<file path="config.mk">
export PLATFORM = sky130hd
export DESIGN_NAME = lsu_sequencer
export DESIGN_NICKNAME = d
export VERILOG_FILES = /design/src/rtl/lsu_sequencer.sv
export SDC_FILE = /design/constraint.sdc
export NUM_CORES = 1
export LEC_CHECK = 0
export BUFFER_PORTS_ARGS = -buffer_cell sky130_fd_sc_hd__buf_2
export CAP_MARGIN = 25
export CORE_UTILIZATION = 51
export CTS_BUF_LIST = sky130_fd_sc_hd__clkbuf_2 sky130_fd_sc_hd__clkbuf_4 sky130_fd_sc_hd__clkbuf_8
export DETAILED_ROUTE_END_ITERATION = 10
export GPL_TIMING_DRIVEN = 0
export PLACE_DENSITY = 0.83
export SYNTH_ARGS = -nofsm -noshare
export SYNTH_HDL_FRONTEND = slang
export SYNTH_SLANG_ARGS = --single-unit
</file>
<file path="constraint.sdc">
create_clock -name clk -period 4.5 [get_ports clk]
set_input_delay 0.45 -clock clk [delete_from_list [all_inputs] [get_ports clk]]
set_output_delay 0.45 -clock clk [all_outputs]
set_load 0.01 [all_outputs]
</file>
<file path="src/rtl/lsu_sequencer.sv">
// RV32I load/store sequencer: one request at a time, word-wide bus beats with byte lanes,
// load extraction/extension and pipeline stall. Define LSU_MISALIGN_EN to split misaligned accesses.
module lsu_sequencer (
  input  logic        clk,
  input  logic        reset,
  input  logic        req_valid,
  output logic        req_ready,
  input  logic        req_write,
  input  logic [1:0]  req_size,
  input  logic        req_signed,
  input  logic [31:0] req_addr,
  input  logic [31:0] req_wdata,
  output logic        resp_valid,
  output logic [31:0] resp_rdata,
  output logic        resp_fault,
  output logic        stall,
  output logic        bus_req,
  output logic        bus_we,
  output logic [31:0] bus_addr,
  output logic [3:0]  bus_be,
  output logic [31:0] bus_wdata,
  input  logic        bus_ack,
  input  logic [31:0] bus_rdata
);

  // Handshakes: a request transfers on a rising edge with req_valid && req_ready; a bus beat
  // completes on a rising edge with bus_req && bus_ack, and its outputs hold until then.
  typedef enum logic [1:0] {IDLE, ACC0, ACC1, RESP} state_t;

  state_t      state, state_nx;
  logic [1:0]  off;
  logic        accept;
  logic        misaligned;
  logic        beat_ok;
  logic [3:0]  lane_lo;
  logic [31:0] wdata_lo;

  logic        write_q;
  logic        signed_q;
  logic [1:0]  size_q;
  logic [1:0]  off_q;
  logic [63:0] staging_q;
  logic [31:0] field;
  logic [31:0] load_ext;

  logic        bus_we_q;
  logic [31:0] bus_addr_q;
  logic [3:0]  bus_be_q;
  logic [31:0] bus_wdata_q;

`ifdef LSU_MISALIGN_EN
  logic [7:0]  base8;
  logic [7:0]  mask8;
  logic [63:0] wdata64;
  logic [3:0]  lane_hi;
  logic [31:0] wdata_hi;
  logic        split_q;
  logic [3:0]  be_hi_q;
  logic [31:0] wdata_hi_q;
`else
  logic [3:0]  base4;
  logic        fault_q;
`endif

  // Request decode: lane mask and lane-positioned store data for the beat(s).
  always_comb begin
    off     = req_addr[1:0];
    accept  = req_valid && (state == IDLE);
    case (req_size)
      2'b10:   misaligned = 1'b0;
      2'b01:   misaligned = (off == 2'b11);
      default: misaligned = (off != 2'b00);
    endcase
`ifdef LSU_MISALIGN_EN
    beat_ok = 1'b1;
    case (req_size)
      2'b10:   base8 = 8'h01;
      2'b01:   base8 = 8'h03;
      default: base8 = 8'h0F;
    endcase
    mask8    = base8 << off;
    lane_lo  = mask8[3:0];
    lane_hi  = mask8[7:4];
    wdata64  = {32'd0, req_wdata} << {off, 3'b000};
    wdata_lo = wdata64[31:0];
    wdata_hi = wdata64[63:32];
`else
    beat_ok = !misaligned;
    case (req_size)
      2'b10:   base4 = 4'h1;
      2'b01:   base4 = 4'h3;
      default: base4 = 4'hF;
    endcase
    lane_lo  = base4 << off;
    wdata_lo = req_wdata << {off, 3'b000};
`endif
  end

  // Load extraction from the staging register, starting at byte off.
  always_comb begin
    field = 32'(staging_q >> {off_q, 3'b000});
    case (size_q)
      2'b10:   load_ext = signed_q ? {{24{field[7]}}, field[7:0]} : {24'd0, field[7:0]};
      2'b01:   load_ext = signed_q ? {{16{field[15]}}, field[15:0]} : {16'd0, field[15:0]};
      default: load_ext = field;
    endcase
  end

  always_comb begin
    state_nx = state;
    case (state)
      IDLE: begin
        if (accept) begin
`ifdef LSU_MISALIGN_EN
          state_nx = ACC0;
`else
          state_nx = misaligned ? RESP : ACC0;
`endif
        end
      end
      ACC0: begin
        if (bus_ack) begin
`ifdef LSU_MISALIGN_EN
          state_nx = split_q ? ACC1 : RESP;
`else
          state_nx = RESP;
`endif
        end
      end
      ACC1: begin
`ifdef LSU_MISALIGN_EN
        if (bus_ack) state_nx = RESP;
`else
        state_nx = IDLE;
`endif
      end
      RESP:    state_nx = IDLE;
      default: state_nx = IDLE;
    endcase
  end

  always_ff @(posedge clk or posedge reset) begin
    if (reset) begin
      state       <= IDLE;
      write_q     <= 1'b0;
      signed_q    <= 1'b0;
      size_q      <= 2'b00;
      off_q       <= 2'b00;
      staging_q   <= 64'd0;
      bus_we_q    <= 1'b0;
      bus_addr_q  <= 32'd0;
      bus_be_q    <= 4'd0;
      bus_wdata_q <= 32'd0;
`ifdef LSU_MISALIGN_EN
      split_q     <= 1'b0;
      be_hi_q     <= 4'd0;
      wdata_hi_q  <= 32'd0;
`else
      fault_q     <= 1'b0;
`endif
    end else begin
      state <= state_nx;
      if (accept) begin
        write_q  <= req_write;
        signed_q <= req_signed;
        size_q   <= req_size;
        off_q    <= off;
`ifdef LSU_MISALIGN_EN
        split_q    <= misaligned;
        be_hi_q    <= lane_hi;
        wdata_hi_q <= req_write ? wdata_hi : 32'd0;
`else
        fault_q    <= misaligned;
`endif
        if (beat_ok) begin
          bus_we_q    <= req_write;
          bus_addr_q  <= {req_addr[31:2], 2'b00};
          bus_be_q    <= lane_lo;
          bus_wdata_q <= req_write ? wdata_lo : 32'd0;
        end
      end
      if (state == ACC0 && bus_ack) begin
        staging_q[31:0] <= bus_rdata;
`ifdef LSU_MISALIGN_EN
        if (split_q) begin
          bus_addr_q  <= bus_addr_q + 32'd4;
          bus_be_q    <= be_hi_q;
          bus_wdata_q <= wdata_hi_q;
        end
`endif
      end
`ifdef LSU_MISALIGN_EN
      if (state == ACC1 && bus_ack) staging_q[63:32] <= bus_rdata;
`endif
    end
  end

  always_comb begin
    req_ready  = (state == IDLE);
    stall      = ((state == IDLE) && req_valid) || (state == ACC0) || (state == ACC1);
    bus_req    = (state == ACC0) || (state == ACC1);
    resp_valid = (state == RESP);
`ifdef LSU_MISALIGN_EN
    resp_fault = 1'b0;
    resp_rdata = (state == RESP && !write_q) ? load_ext : 32'd0;
`else
    resp_fault = (state == RESP) && fault_q;
    resp_rdata = (state == RESP && !write_q && !fault_q) ? load_ext : 32'd0;
`endif
  end

  assign bus_we    = bus_we_q;
  assign bus_addr  = bus_addr_q;
  assign bus_be    = bus_be_q;
  assign bus_wdata = bus_wdata_q;

endmodule

</file>
* Word level (Yosys, flattened, before mapping)
Cells that the tools add are included.
** Storage, ports and cells
- Logic and storage cells :: 51
- Register bits after elaboration :: 108
- Input port bits :: 104
- Output and inout port bits :: 106
** Cells by class
- Eq/ne operators :: 10
- Reduce and logical (&&, ||, !) cells :: 15
- Multiplexer cells :: 11
- Bitwise operators :: 1
- Shift operators :: 3
** Operators by type and width (number)
- 32-bit 2-to-1 mux :: 4
- 32-bit case mux with 2 select lines :: 1
- 64-bit by 5-bit >> shifter with 32-bit output :: 1
- 32-bit by 5-bit left shift with 32-bit output :: 1
- 2-bit equality test (second input constant) :: 5
- 4-bit case mux with 2 select lines :: 1
- 2-bit by 1-bit equality test with 1-bit output (second input constant) :: 3
- 2-bit 2-to-1 mux :: 3
- 2-bit case mux with 3 select lines :: 1
- 1-bit logical AND :: 5
- 2-bit AND reduction :: 2
- 4-bit by 2-bit left shift with 4-bit output :: 1
- 1-bit logical OR :: 3
- 1-bit logical NOT :: 2
- 2-bit logical NOT :: 1
- 2-bit by 1-bit != test with 1-bit output (second input constant) :: 1
- 2-bit != test (second input constant) :: 1
- 1-bit case mux with 2 select lines :: 1
- 2-bit nonzero test :: 1
- 2-bit OR reduction :: 1
- 1-bit inverter :: 1

* Logic depth before layout (Yosys ltp)
Gate-level depths: netlist of run 1.
- Depth after elaboration :: 5
- Depth in mapped cells :: 8
- Depth with buffers taken out :: 6

* Least setup slack after synthesis of run 1
Ideal clock, no wire load.
- Kind :: flip-flop to output port
- Start :: register size_q[0]
- End :: output resp_rdata[10]
- Path buffers :: 2
- Data required time :: 4050 ps
- Setup slack :: 2545 ps
- Arrival :: 1505 ps
- Cell stages (with the launch flop) :: 8
- Cells stage by stage :: dfrtp_1 > inv_1 > ha_1 > buf_2 > or2_2 > buf_1 > o211ai_1 > a21oi_1
** Between the ends
- Longest elaborated chain between the ends :: 3
- Elaborated cells between the ends (all ways) :: 4
- Those cells by class :: eq/ne: 2; mux: 2
** RTL lines
- from (decl) :: RTL line 40 : logic [1:0] size_q;
- from (signal assigned) :: RTL line 166 : size_q <= req_size;
- 2-bit by 1-bit equality test with 1-bit output / 2-bit equality test (equally long branches) :: RTL line 102 : case (size_q)
- 32-bit case mux with 2 select lines (*) :: RTL line 102
- 32-bit 2-to-1 mux (*) :: RTL line 208 : resp_rdata = (state == RESP && !write_q && !fault_q) ? load_ext : 32'd0;
- to (decl) :: RTL line 14 : output logic [31:0] resp_rdata,
Mark *: on every way between the ends. The rest lies on a longest branch, timed or not.

* Worst setup path after layout of run 1
- Start :: register size_q[0]
- End :: output resp_rdata[8]
Same word-level chain as after synthesis.

==> Flow_metrics.wiki, run 1 <==
{| class="wikitable"
! Metric !! Value
|-
| Yosys synthesis warning count || 32
|-
| Minimum clock period || 2.745 ns
|-
| Post-Place Cells || 828
|-
| Unrepaired setup endpoints after global routing || no
|-
| Initial antenna violation count || 0
|-
| Sequential share of the synthesized area || 49.04%
|-
| Post_cts resized || 0
|-
| Y dimension of the die || 106.0 µm
|-
| Final HPWL DP || 11.69 mm
|-
| Final-layout fill cell count || 866
|-
| Leak pwr || 3.579 nW
|-
| Routed WL || 15.41 mm
|-
| Net count of the finished layout || 816
|-
| Maximum number of pins on one net before global-route repair || 58
|-
| Number of nets with antenna violations after routing || 0
|-
| Worst rel slew slack || 41.75%
|-
| Buffers from clock root to sink, at most || 2
|-
| Relative area change from synthesis to final layout || 25.40%
|-
| FMAX || 364.3 MHz
|-
| Largest fanout of any net on the critical path || 10
|-
| DRT Pass-1 Iters || 4
|-
| Delay of the slowest cell on the worst path || 0.36 ns
|-
| Die Footprint || 11,230 µm²
|-
| Post-synthesis async set-or-reset flop share || 100.0%
|-
| Worst min path class || input pin to async pin
|-
| Port Buffers || 206
|-
| Clk Tree Root Cell || clkbuf_8
|-
| Count of inserted antenna diode cells || 0
|-
| Gate count after technology mapping || 484
|-
| Synthesized area per cell || 11.39 µm²
|-
| Power density over the cells || 630.8 nW/µm²
|-
| Fraction of layout cells with a size suffix above 1 || 45.75%
|-
| Site Rows || 37
|-
| Share of the core filled with cells || 66.35%
|-
| Met2 WL || 7.997 mm
|-
| Setup Viol. Count Final || 0
|-
| Starting density of the core || 52.91%
|-
| Worst-skew pair later-pin latency || 0.38 ns
|-
| Slew Viols, Final || 0
|-
| Yosys reg bits || 108
|-
| # hold bufs at CTS || 0
|-
| Final clock skew || 0.01057 ns
|-
| Die X-Extent || 106.0 µm
|-
| Non-filler cells, final || 842
|-
| Worst setup EP type || output port
|-
| Wire length the detailed router placed on met1 || 5.861 mm
|-
| Required time at the endpoint of the critical path || 4.05 ns
|-
| GRT Residual Overflow || 0
|-
| Cell with the most instances on the worst path || buf_2
|-
| TritonCTS buffer count || 9
|-
| Chain of cells forming the critical path || inv_1 > ha_1 > buf_2 > or2_2 > buf_1 > o211ai_1 > a21oi_1 > buf_2
|-
| Standard cell core area || 10,420 µm²
|-
| Cell with the largest stage delay on the worst path || dfrtp_1
|-
| Drt drc || 0
|-
| Global-route wire length before repair || 24.75 mm
|-
| Total met3 wirelength after detailed routing || 1.303 mm
|-
| WS Path Type || register to output port
|-
| Number of H-tree branching levels || 3
|-
| Routability congestion estimate || 0.8610
|-
| Setup crit start kind || register
|-
| IR drop worst, VDD || 0.3882 mV
|-
| Routed WL per cell || 18.31 µm
|-
| Topmost layer with routed signal wires || met4
|-
| Portion of the clock cycle consumed by the worst path in the final layout || 61.00%
|-
| Number of endpoints with negative hold slack in the final report || 0
|-
| Max cap viols || 0
|-
| Final sum of negative setup slack || 0 ns
|-
| Clock-pin slew on the worst setup and hold paths || 0.10 ns
|-
| Post-detailed-route via-to-cell ratio || 5.513
|-
| CTS tree || yes
|-
| Number of DRC markers after the initial detailed-route iteration || 206
|-
| Number of synthesized flops with an enable pin || 0
|-
| Worst slack after detailed placement || 2.198 ns
|-
| Number of global-route vias before repair || 4,915
|-
| Cell Area, Synth || 5512 µm²
|-
| CP top delay family || buffers and inverters
|-
| Run status || finished clean
|-
| Sinks on Clock Net || 108
|-
| Setup slack of the critical path after layout || 1.755 ns
|-
| Buf/Inv on CP || 4
|-
| Primary flip-flop cell chosen by synthesis mapping || dfrtp_1
|-
| Worst Max-Slew Pin Slew || 0.8715 ns
|-
| Total global-route track usage || 28.68%
|-
| Via count || 4,642
|-
| Post-CTS Setup Repair Bufs || 0
|-
| Post-route total power || 0.004360 W
|-
| Io pins || 210
|-
| Count of distinct cell types in the synthesized netlist || 42
|-
| Arrival time of the worst setup path || 2.29 ns
|}
==> where the power goes <==
group          leakage [nW]  total (W)  switching, W  internal (W)
combinational          2.17    0.00207       0.00107      0.000996
sequential             1.33    0.00175      0.000317       0.00144
clock                0.0762   0.000537      0.000327      0.000210
total                  3.58    0.00436       0.00172       0.00264
==> area by class of cell <==
cell class                 instances  area, µm²  area share, %
sequential                       108       2703          39.10
multi-input combinational        322       2540          36.75
timing repair buffer             207       1059          15.32
buffer                            37      205.2          2.969
tap                              136      170.2          2.462
clock buffer                      10      137.6          1.991
inverter                          18      70.07          1.014
clock inverter                     4      27.53         0.3983
==> cell families after synthesis <==
kind of cell | Yosys count | synth area share (%)
and+or+nand+nor | 103 | 8.354
AOI/OAI and AO/OA | 93 | 11.31
DFF | 108 | 49.04
buffers and inverters | 55 | 4.949
adders and majority gates | 9 | 2.043
other | 1 | 0.06804
muxes | 115 | 24.24
==> layer usage <==
layer | global-route usage, % | vias to the layer above
met1 | 33.18 | 2258
met3 | 8.338 | 20
met2 | 51.21 | 215
met5 | 0 | -
met4 | 8.829 | 0
li1 | - | 2149
==> state kept, by name, summed over array words and instances (netlist names), 2 cells and up <==
name and flops:
off_q 2, bus_wdata 32, size_q 2, staging_q 32, bus_addr 30, bus_be 4, state 2
==> metrics by stage <==
step                area, µm²  hold WS (ns)
global placement         6716        0.4585
CTS                      6912        0.1709
floorplan                5515        0.4715
global route             6912        0.1938
detailed placement       6746        0.4653
finish                   6912        0.1544
==> cell usage in the layout (no fill, tap or decap), types with 4 or more instances in the layout <==
master     Yosys  final
mux4_1         4      4
o211ai_1       8      8
nand2_1       69     69
dfrtp_1      108    108
mux2_2        65     65
and3_1         7      7
buf_2         17    223
nor2b_1        5      5
ha_1           9      9
nor2_1         4      4
buf_4          4      4
a22o_1         8      8
o21ai_0       23     23
clkbuf_8       0     10
a21oi_1       26     26
nand3_1        9      9
buf_6          4      4
inv_1         16     15
o2bb2ai_1      8      8
o31ai_1       10     10
mux2i_1       42     42
clkbuf_1       9      9
==> synth_stat cells, types with 9 or more instances <==
cell      number  area, µm²
ha_1           9      112.6
o31ai_1       10      75.07
buf_2         17      85.08
nand2_1       69      259.0
inv_1         16      60.06
o21ai_0       23      115.1
dfrtp_1      108       2703
clkbuf_1       9      33.78
nand3_1        9      45.04
mux2_2        65      732.0
a21oi_1       26      130.1
mux2i_1       42      420.4
==> worst register-to-register path, stage by stage (launching register included) <==
cell	delay [ns]
dfrtp_1	0.43
inv_1	0.13
ha_1	0.23
nand2_1	0.16
nor4b_2	0.79
a22o_1	0.24
==> worst paths after layout <==
path / startpoint / endpoint / slack (ns) / depth (start not counted)
max in group asynchronous: reset / staging_q[16] / 3.64 / 3
worst min register to register: bus_wdata[22] / bus_wdata[22] / 0.49 / 2
min in group clk: req_addr[7] / bus_addr[7] / 0.28 / 2
worst max-delay path: size_q[0] / resp_rdata[8] / 1.76 / 8
worst min-delay path: reset / bus_addr[24] / 0.15 / 2
worst max register to register: state[1] / bus_wdata[7] / 2.44 / 5
Power figures use the tool's default switching activity.
==> run 2: changes to the inputs <==
- clock period: 4.5 -> 2.65 ns (I/O delays scaled with it)
==> Flow_metrics.wiki, run 2 (same netlist as run 1, synthesis figures left out) <==
{| class="wikitable"
! Metric !! Value
|-
| Io pins || 210 (unchanged)
|-
| Number of H-tree branching levels || 3 (unchanged)
|-
| Y dimension of the die || 106.0 µm (unchanged)
|-
| Post-Place Cell Area || 6760 µm² (was 6746 µm²)
|-
| Number of endpoints with negative hold slack in the final report || 0 (unchanged)
|-
| Die Footprint || 11,230 µm² (unchanged)
|-
| Most frequent standard cell in the layout excluding fill and tap cells || buf_2 (unchanged)
|-
| Worst rel slew slack || 44.07% (was 41.75%)
|-
| Cell with the largest stage delay on the worst path || nor2_1 (was dfrtp_1)
|-
| Relative area change from synthesis to final layout || 25.95% (was 25.40%)
|-
| Drt drc || 0 (unchanged)
|-
| Port Buffers || 206 (unchanged)
|-
| Post-detailed-route via-to-cell ratio || 5.495 (was 5.513)
|-
| Delay of the slowest cell on the worst path || 0.50 ns (was 0.36 ns)
|-
| Via count || 4,638 (was 4,642)
|-
| Leak pwr || 3.602 nW (was 3.579 nW)
|-
| Final HPWL DP || 11.49 mm (was 11.69 mm)
|-
| Global-route wire length before repair || 24.17 mm (was 24.75 mm)
|-
| Worst min path class || input pin to async pin (unchanged)
|-
| Setup crit start kind || register (unchanged)
|-
| FMAX || 404.3 MHz
|-
| Slew Viols, Final || 0 (unchanged)
|-
| Site Rows || 37 (unchanged)
|-
| Most used cells in the layout excluding fill and tap cells || buf_2 (223), dfrtp_1 (108), nand2_1 (69) (unchanged)
|-
| Largest fanout of any net on the critical path || 9 (was 10)
|-
| Number of DRC markers after the initial detailed-route iteration || 183 (was 206)
|-
| Routed WL || 14.91 mm (was 15.41 mm)
|-
| Total global-route track usage || 28.14% (was 28.68%)
|-
| GRT Residual Overflow || 0 (unchanged)
|-
| Arrival time of the worst setup path || 2.21 ns (was 2.29 ns)
|-
| Setup Viol. Count Final || 0 (unchanged)
|-
| Worst r2r src || state[0] (was state[1])
|-
| Routability congestion estimate || 0.9044 (was 0.8610)
|-
| Worst-skew pair later-pin latency || 0.39 ns (was 0.38 ns)
|-
| Net count of the finished layout || 816 (unchanged)
|-
| Final cell area excluding filler cells || 6942 µm² (was 6912 µm²)
|-
| Required time at the endpoint of the critical path || 2.38 ns (was 4.05 ns)
|-
| Number of global-route vias before repair || 4,842 (was 4,915)
|-
| Clk Tree Root Cell || clkbuf_8 (unchanged)
|-
| Number of nets with antenna violations after routing || 0 (unchanged)
|-
| Fraction of layout cells with a size suffix above 1 || 46.19% (was 45.75%)
|-
| Standard cell core area || 10,420 µm² (unchanged)
|-
| Clock-pin slew on the worst setup and hold paths || 0.10 ns (about the same)
|-
| Power density over the cells || 1071 nW/µm² (was 630.8 nW/µm²)
|-
| WS Path Type || register to output port (unchanged)
|-
| Final sum of negative setup slack || 0 ns (unchanged)
|-
| R2R setup slack || 0.64 ns (was 2.44 ns)
|-
| Count of inserted antenna diode cells || 0 (unchanged)
|-
| Worst setup EP type || output port (unchanged)
|-
| Initial antenna violation count || 0 (unchanged)
|-
| Run status || finished clean (unchanged)
|-
| Sinks on Clock Net || 108 (unchanged)
|-
| Starting density of the core || 52.91% (unchanged)
|-
| Minimum clock period || 2.474 ns
|-
| Chain of cells forming the critical path || nor2_1 > nand2_1 > a211oi_1 > buf_2 (was inv_1 > ha_1 > buf_2 > or2_2 > buf_1 > o211ai_1 > a21oi_1 > buf_2)
|-
| Final clock skew || 0.01517 ns (was 0.01057 ns)
|-
| Cell depth of the worst flop-to-flop path || 5 (unchanged)
|-
| CTS tree || yes (unchanged)
|-
| TritonCTS buffer count || 9 (unchanged)
|-
| Routed WL per cell || 17.67 µm (was 18.31 µm)
|-
| Unrepaired setup endpoints after global routing || no (unchanged)
|-
| Worst Max-Slew Pin Slew || 0.8368 ns (was 0.8715 ns)
|-
| Buffers from clock root to sink, at most || 2 (unchanged)
|-
| IR drop worst, VDD || 0.6339 mV (was 0.3882 mV)
|-
| DRT Pass-1 Iters || 5 (was 4)
|-
| Terminus of the critical flop-to-flop path || bus_wdata[7] (unchanged)
|-
| Portion of the clock cycle consumed by the worst path in the final layout || 93.34%
|-
| Max cap viols || 0 (unchanged)
|-
| Maximum number of pins on one net before global-route repair || 44 (was 58)
|-
| Die X-Extent || 106.0 µm (unchanged)
|-
| Post-route total power || 0.007432 W (was 0.004360 W)
|}
## run 2: timing repair
action / CTS / global route
hold buffers: 0 / 0
buffers inserted: 0 / 0
setup endpoints to repair: 0 / 4
resized for setup: 0 / 2
## run 2: worst max path at each step
stage	end	startpoint	depth (start not counted)	slack, ns
2_1_floorplan	resp_rdata[10]	size_q[0]	7	0.88
4_1_cts	resp_rdata[9]	size_q[0]	8	0.11
3_5_place_dp	resp_rdata[9]	size_q[0]	8	0.56
6_report	resp_rdata[7]	write_q	4	0.18
5_1_grt	resp_rdata[7]	fault_q	4	0.02
3_3_place_gp	bus_addr[19]	reset	2	0.42
## run 2: power by group
group	total, W	internal [W]	switching [W]
Combinational	0.00348	0.00169	0.00179
Sequential	0.00298	0.00244	0.000539
Clock	0.000970	0.000371	0.000599
Total	0.00743	0.00450	0.00293
## run 2: cell type report
class / count / area (µm²)
buffer: 36 / 202.7
clock buffer: 10 / 131.4
clock inverter: 6 / 52.55
fill: 823 / 3475
inverter: 18 / 71.32
multi-input combinational: 322 / 2540
sequential: 108 / 2703
tap: 136 / 170.2
timing repair buffer: 208 / 1071
## run 2: worst max-delay path, delay by kind of cell, from the launching register on
| family | cells | cell delay (ns) |
|---|---|---|
| simple gates | 2 | 0.87 |
| flops | 1 | 0.39 |
| compound gates | 1 | 0.38 |
| buf+inv | 1 | 0.19 |
## run 2: through the flow
stage | util (%) | hold slack (ns) | setup WS [ns] | instances
2_1_floorplan | - | 0.3818 | 0.8796 | 485
4_1_cts | 66.67 | 0.03539 | 0.1135 | 845
3_3_place_gp | 64.52 | 0.4581 | 0.4224 | 827
6_report | 66.64 | 0.02869 | 0.1764 | 844
3_5_place_dp | 64.90 | 0.4586 | 0.5590 | 829
5_1_grt | 66.64 | 0.06095 | 0.02099 | 844
## run 2: per-layer routing
layer  global-route usage [%]  vias up  wire [µm]
met1                    33.54     2224       5765
li1                         -     2146          -
met3                    8.216       31       1192
met2                    48.55      237       7594
met5                        0        -          0
met4                    9.821        0        358
